===== src/rtl/line_packer.sv =====
// Packs a stream of DATA_WIDTH elements into WAYS-wide lines and writes each
// completed line to a BRAM slice, tracking how many lines the reader still owes.
//
// state   | meaning
// --------+-----------------------------------------------------------
// S_EMPTY | no lane held in assembly and no committed, unfreed lines
// S_FILL  | lanes held in assembly or 0 < used < RAM_DEPTH
// S_FULL  | used == RAM_DEPTH; input stalled until the reader frees a line
module line_packer #(
  parameter int DATA_WIDTH = 64,
  parameter int WAYS       = 8,
  parameter int RAM_DEPTH  = 512,
  parameter int ADDR_WIDTH = $clog2(RAM_DEPTH),
  parameter int WAYS_WIDTH = $clog2(WAYS)
) (
  input  logic                       clk1x,
  input  logic                       reset,
  input  logic                       i_v,
  input  logic [DATA_WIDTH-1:0]      i_d,
  input  logic                       i_last,
  output logic                       o_r,
  output logic                       o_we,
  output logic [ADDR_WIDTH-1:0]      o_wa,
  output logic [WAYS*DATA_WIDTH-1:0] o_wd,
  input  logic                       i_free,
  output logic [ADDR_WIDTH:0]        o_used,
  output logic                       o_full,
  output logic                       o_empty
);

  localparam int                    LINE_W    = WAYS * DATA_WIDTH;
  localparam logic [ADDR_WIDTH:0]   USED_MAX  = (ADDR_WIDTH + 1)'(RAM_DEPTH);
  localparam logic [ADDR_WIDTH-1:0] WP_LAST   = ADDR_WIDTH'(RAM_DEPTH - 1);
  localparam logic [WAYS_WIDTH-1:0] LANE_LAST = WAYS_WIDTH'(WAYS - 1);

  typedef enum logic [1:0] {
    S_EMPTY = 2'd0,
    S_FILL  = 2'd1,
    S_FULL  = 2'd2
  } state_t;

  state_t                  state, state_nxt;
  logic [WAYS_WIDTH-1:0]   lane, lane_nxt;
  logic [ADDR_WIDTH-1:0]   wp, wp_nxt;
  logic [LINE_W-1:0]       asm_reg, asm_nxt, line_merged;
  logic [ADDR_WIDTH:0]     used, used_nxt;
  logic                    accept, complete, free_ok;

  // Ready comes straight from the state register so it never combinationally
  // depends on i_v or i_free.
  assign o_r     = (state != S_FULL);
  assign o_full  = (state == S_FULL);
  assign o_empty = (state == S_EMPTY);
  assign o_used  = used;

  always_ff @(posedge clk1x) begin
    if (!reset) begin
      state <= S_EMPTY;
    end else begin
      state <= state_nxt;
    end
  end

  always_comb begin
    accept      = i_v && o_r;
    line_merged = asm_reg;
    for (int k = 0; k < WAYS; k++) begin
      if (WAYS_WIDTH'(k) == lane) begin
        line_merged[k*DATA_WIDTH +: DATA_WIDTH] = i_d;
      end
    end
    complete = accept && ((lane == LANE_LAST) || i_last);

    lane_nxt = lane;
    asm_nxt  = asm_reg;
    wp_nxt   = wp;
    if (complete) begin
      lane_nxt = '0;
      asm_nxt  = '0;
      wp_nxt   = (wp == WP_LAST) ? '0 : wp + 1'b1;
    end else if (accept) begin
      lane_nxt = lane + 1'b1;
      asm_nxt  = line_merged;
    end

    // A free arriving with nothing committed only counts if a line lands now.
    free_ok  = i_free && ((used != '0) || complete);
    used_nxt = used;
    if (complete && !free_ok) begin
      used_nxt = used + 1'b1;
    end else if (!complete && free_ok) begin
      used_nxt = used - 1'b1;
    end

    state_nxt = state;
    case (state)
      S_FULL: begin
        if (i_free) begin
          state_nxt = S_FILL;
        end
      end
      default: begin
        if (used_nxt == USED_MAX) begin
          state_nxt = S_FULL;
        end else if ((used_nxt == '0) && (lane_nxt == '0)) begin
          state_nxt = S_EMPTY;
        end else begin
          state_nxt = S_FILL;
        end
      end
    endcase
  end

  always_ff @(posedge clk1x) begin
    if (!reset) begin
      lane    <= '0;
      wp      <= '0;
      asm_reg <= '0;
      used    <= '0;
      o_we    <= 1'b0;
      o_wa    <= '0;
      o_wd    <= '0;
    end else begin
      lane    <= lane_nxt;
      wp      <= wp_nxt;
      asm_reg <= asm_nxt;
      used    <= used_nxt;
      o_we    <= complete;
      if (complete) begin
        o_wa <= wp;
        o_wd <= line_merged;
      end
    end
  end

endmodule


===== config.mk =====
export PLATFORM = sky130hd
export DESIGN_NAME = line_packer
export DESIGN_NICKNAME = d
export VERILOG_FILES = /design/src/rtl/line_packer.sv
export SDC_FILE = /design/constraint.sdc
export NUM_CORES = 2
export LEC_CHECK = 0
export BUFFER_PORTS_ARGS = -buffer_cell sky130_fd_sc_hd__buf_4
export CELL_PAD_IN_SITES_DETAIL_PLACEMENT = 0
export CELL_PAD_IN_SITES_GLOBAL_PLACEMENT = 1
export CORE_MARGIN = 2
export CORE_UTILIZATION = 40
export CTS_CLUSTER_DIAMETER = 30
export CTS_CLUSTER_SIZE = 10
export DETAILED_ROUTE_END_ITERATION = 10
export GPL_ROUTABILITY_DRIVEN = 0
export PLACE_DENSITY_LB_ADDON = 0.2
export SYNTH_ARGS = -nofsm -noshare
export SYNTH_HDL_FRONTEND = slang
export SYNTH_SLANG_ARGS = --single-unit

===== constraint.sdc =====
create_clock -name clk1x -period 3.6 [get_ports clk1x]
set_clock_uncertainty 0.15 [all_clocks]
set_input_delay 0.18 -clock clk1x [delete_from_list [all_inputs] [get_ports clk1x]]
set_output_delay 0.18 -clock clk1x [all_outputs]
set_load 0.05 [all_outputs]

# Word-level counts from Yosys, hierarchy flattened
# Index checks and enable logic that the tools add are counted.
# op_classes
add_sub_neg	4
eq_ne	13
n_mux	17
n_bitwise	1
n_reduce_logical	16
# ops
op	n
$mux 64	8
$mux 10	2
$eq 3x3->1 const A	4
$add 10x1->10 const B	1
$eq 10x10->1 const B	1
$logic_not 10->1	1
$reduce_bool 10->1	1
$sub 10x1->10 const B	1
$add 9x1->9 const B	1
$eq 9x9->1 const B	1
$mux 9	1
$eq 2x3->1 const A	2
$logic_and 1x1->1	6
$logic_not 3->1	2
$mux 2	3
$mux 3	2
$ne 2x2->1 const B	2
$add 3x1->3 const B	1
$eq 1x3->1 const A	1
$eq 3x3->1 const B	1
$eq 2x2->1 const B	1
$logic_not 1->1	2
$logic_not 2->1	1
$logic_or 1x1->1	2
other kinds (3)	3
# word_totals
ff_bits	1058
inputBits	69
out_inout_bits	535
elab_cells	59

# Logic depth before layout (Yosys ltp)
# depth
word_depth	13
depth_mapped	10
mapped_depth_nobuf	9

# Worst setup path after synthesis
# OpenSTA, ideal clock, no wires.
# synth_path
kind	flip-flop to flip-flop
startpoint	reg used[6], in the netlist o_used[6]
endpoint	reg state[0]
setup_time_ns	0.131
t_arrival_ns	2.696
path_slack_ns	0.623
stages_incl_launch_ff	8
path_buffers	0
path_cell_list	dfxtp_1 > or4_4 > or4b_4 > o311ai_4 > o311ai_0 > a31o_1 > nor4_4 > a31oi_1
# synth_via
elab_chain_len	11
# synth_rtl
item	line_no	text
from (decl)	46	logic [ADDR_WIDTH:0] used, used_nxt;
from (signal assigned)	127	used <= used_nxt;
branches (longest 5 deep; another with $sub 10x1->10)	-	
$mux 10 (*)	89	if (complete && !free_ok) begin
$logic_not 10->1	105	end else if ((used_nxt == '0) && (lane_nxt == '0)) begin
$logic_and 1x1->1	105	
$mux 1	105	
$mux 2 (*)	103	if (used_nxt == USED_MAX) begin
$mux 2 (*)	96	case (state)
to (signal assigned)	60	state <= state_nxt;
to (decl)	42	state_t state, state_nxt;
# Every way passes the cells marked *.
# A chain may end at the register's enable or synchronous reset.

# Worst setup path in the final report
# layout_path
startpoint	reg state[1]
endpoint	reg asm_reg[3]
# layout_via
elab_chain_len	4
# layout_rtl
item	line_no	text
$ne 2x2->1 (*)	51	assign o_r = (state != S_FULL);
$logic_and 1x1->1 (*)	65	accept = i_v && o_r;
$logic_and 1x1->1	72	complete = accept && ((lane == LANE_LAST) || i_last);
$reduce_or 2->1 (no source line)	-	
to (signal assigned)	126	asm_reg <= asm_nxt;
to (decl)	45	logic [LINE_W-1:0] asm_reg, asm_nxt, line_merged;
# Every way passes the cells marked *; elsewhere a longest branch is shown, timed or not.

==> impl_metrics.yaml <==
setup_path:
  crit_family: "simple AND/OR/NAND/NOR gates"
  timing.critical_path.buf_inv: 2
  crit_required_ns: 4.13
  critPathCaptureType: "register"
  worst_path_largest_cell_delay_ns: 0.77
  cp.arrival_ns: 3.82
  crit_slowest_cell: "and2_1"
  startpoint_type: "register"
  crit_path_max_fanout: 40
  crit_start: "state[1]"
  path_cells: "or2b_2 > and2_1 > nand2_4 > buf_12 > nand2_1 > a21oi_1 > dlygate4sd3_1"
  worstSetupPathType: "register to register"
  r2r-start: "state[1]"
detailed_routing:
  antenna_left: 0
  vias: 37900
  drt-wirelength-per-cell_um: 21.4
  drtIter0Drc: 2836
  drt_first_pass_iters: 7
  via_per_inst: 5.34
  drcViolationCount: 0
  drt_wl_total_um: 152000
global_routing:
  grt_overflow: 0
  globalRouteTotalUtil_pct: 27.7
  grt_pass1_vias: 36100
  grt_first_pass_wirelength_um: 229000
  grt_max_degree: 122
  grt_antenna_before_repair: 1
yosys:
  ys_seq_area_share_pct: 50.9
  ys.flop_type: "dfxtp_1"
  yosysTopAreaCell: "dfxtp_1"
  syn-instance-count: 5016
  synth_nets: 5096
  synth_common_cells: "nand2_1, dfxtp_1, nor2_1"
  synth_edf_count: 0
  yosysWarningCount: 0
  syn_area_mm2: 0.0416
  synth_cell_types: 50
  ys_seq_elements: 1058
  synthTopCellsByArea: "dfxtp_1, nand2_1, mux2i_1"
  synthArstFlopShare_pct: 0
  synth_top_area_share_pct: 50.9
  yosysMostFrequentCell: "nand2_1"
  avgSynthCellArea_um2: 8.29
final_layout:
  area_growth_pct: 34.8
  num-fill-cells: 9606
  multi_input_area_mm2: 0.0187
  nets: 5597
  utilization_pct: 54.2
  regArea_mm2: 0.0212
  diodes: 0
  drive_gt1_share_pct: 19.9
timing:
  worst_pin_slew_ns: 1.06
  rsz0062_at_grt: "no"
  maxSlewViolCount: 0
  setup_slack_ns: 0.310
  relSlewSlack_pct: 29.5
  finalHoldViolCount: 0
  fmax_mhz: 304
  tns_ns: 0
  hold_ws_ns: 0.135
  setup_viol: 0
  final.min_clock_period_ns: 3.29
  period_share_pct: 91.4
die:
  die_area_mm2: 0.107
  rows: 118
  die_width_um: 326
  die_y_um: 326
  core_area_mm2: 0.103
  start_util_pct: 40.2
  num_io_pins: 604
worst_hold_path:
  hp-start: "i_d[48]"
  holdCritPathClass: "primary input to register"
clock_tree:
  clk_latency_ns: 0.80
  numCtsBuffers: 227
  cts_tree: "yes"
  clk_path_buf_depth: 3
  cts-root-buf: "clkbuf_16"
  cts.sinks: 1058
  cts_max_level: 4
  cts_setup_buffers: 0
  clk_pin_slew_ns: 0.05
job:
  cap_violations: 0
run_status:
  status: "completed"
power_and_ir_drop:
  p_leak_nw: 20.2
  power.density_mw_per_mm2: 696
  power_mw: 39.0
  irDropWorstVdd_mv: 0.419
placed_design:
  io_buffers: 603
  post-dp-hpwl_um: 91900
  place_worst_setup_slack_ns: 0.488
## tightest hold or removal path, delay by kind of cell
kind | cells | cell delay [ns]
simple gates | 1 | 0.07
compound gates | 1 | 0.05
buf+inv | 2 | 0.73
## timing repair
action                     4_1_cts  5_1_grt
gates resized for setup          0        0
hold buffers                    73        0
hold endpoints to repair      1057        0
setup endpoints to repair        0        0
## metrics by stage
stage | std cells | cell area, um2
2_1_floorplan | 5016 | 41600
3_3_place_gp | 6595 | 47300
6_report | 7096 | 56100
5_1_grt | 7096 | 56100
3_5_place_dp | 6595 | 47300
4_1_cts | 7096 | 56100
## per-layer routing
| metal | global-route usage [%] | routed length [um] |
|---|---|---|
| met5 | 0 | 0 |
| met4 | 11.0 | 5030 |
| met3 | 5.12 | 9220 |
| met2 | 44.5 | 70700 |
| met1 | 36.7 | 66900 |
## where the power goes
part | switching (mW) | internal [mW] | total (mW) | leakage (nW)
clock network | 6.97 | 14.1 | 21.1 | 3.84
logic | 3.58 | 1.51 | 5.10 | 7.74
registers | 0.511 | 12.3 | 12.8 | 8.62
## cells by family after synthesis
kind of cell    count (synthesis)  share of synthesized area (%)
mux                           320                           7.70
simple gates                 2040                           19.4
buf+inv                       512                           4.72
compound gates               1062                           16.6
flops                        1058                           50.9
fa+ha+maj                      11                          0.331
xor+xnor                       13                          0.274
## cell usage in the layout, fill, tap and decap left out, types with 9 or more instances in the layout
cell type,instances
inv_6,9
clkbuf_16,228
a311oi_1,192
inv_1,9
clkbuf_8,49
nand2_1,1247
buf_12,36
clkinv_2,37
buf_4,665
nand2_4,9
dfxtp_1,1057
dlygate4sd3_1,73
clkinv_4,9
bufinv_16,21
nand3_1,197
nor2_1,531
clkbuf_1,34
a21oi_1,527
clkinvlp_4,29
a211oi_1,320
mux2i_1,320
nor3_1,9
## cell type report
cell class | count | share of cell area, %
Multi-Input combinational cell | 3446 | 33.3
Inverter | 10 | 0.0803
Clock buffer | 311 | 11.6
Sequential cell | 1058 | 37.8
Tap cell | 1380 | 3.08
Clock inverter | 117 | 2.63
Timing Repair Buffer | 774 | 11.5
## final timing paths
kind	endpoint	slack [ns]	cells past startpoint
worst min-delay path	asm_reg[304]	0.14	4
worst min register to register	asm_reg[181]	0.30	2
worst max-delay path	asm_reg[3]	0.31	7
worst max register to register	asm_reg[3]	0.31	7
(Power assumes the default switching activity.)
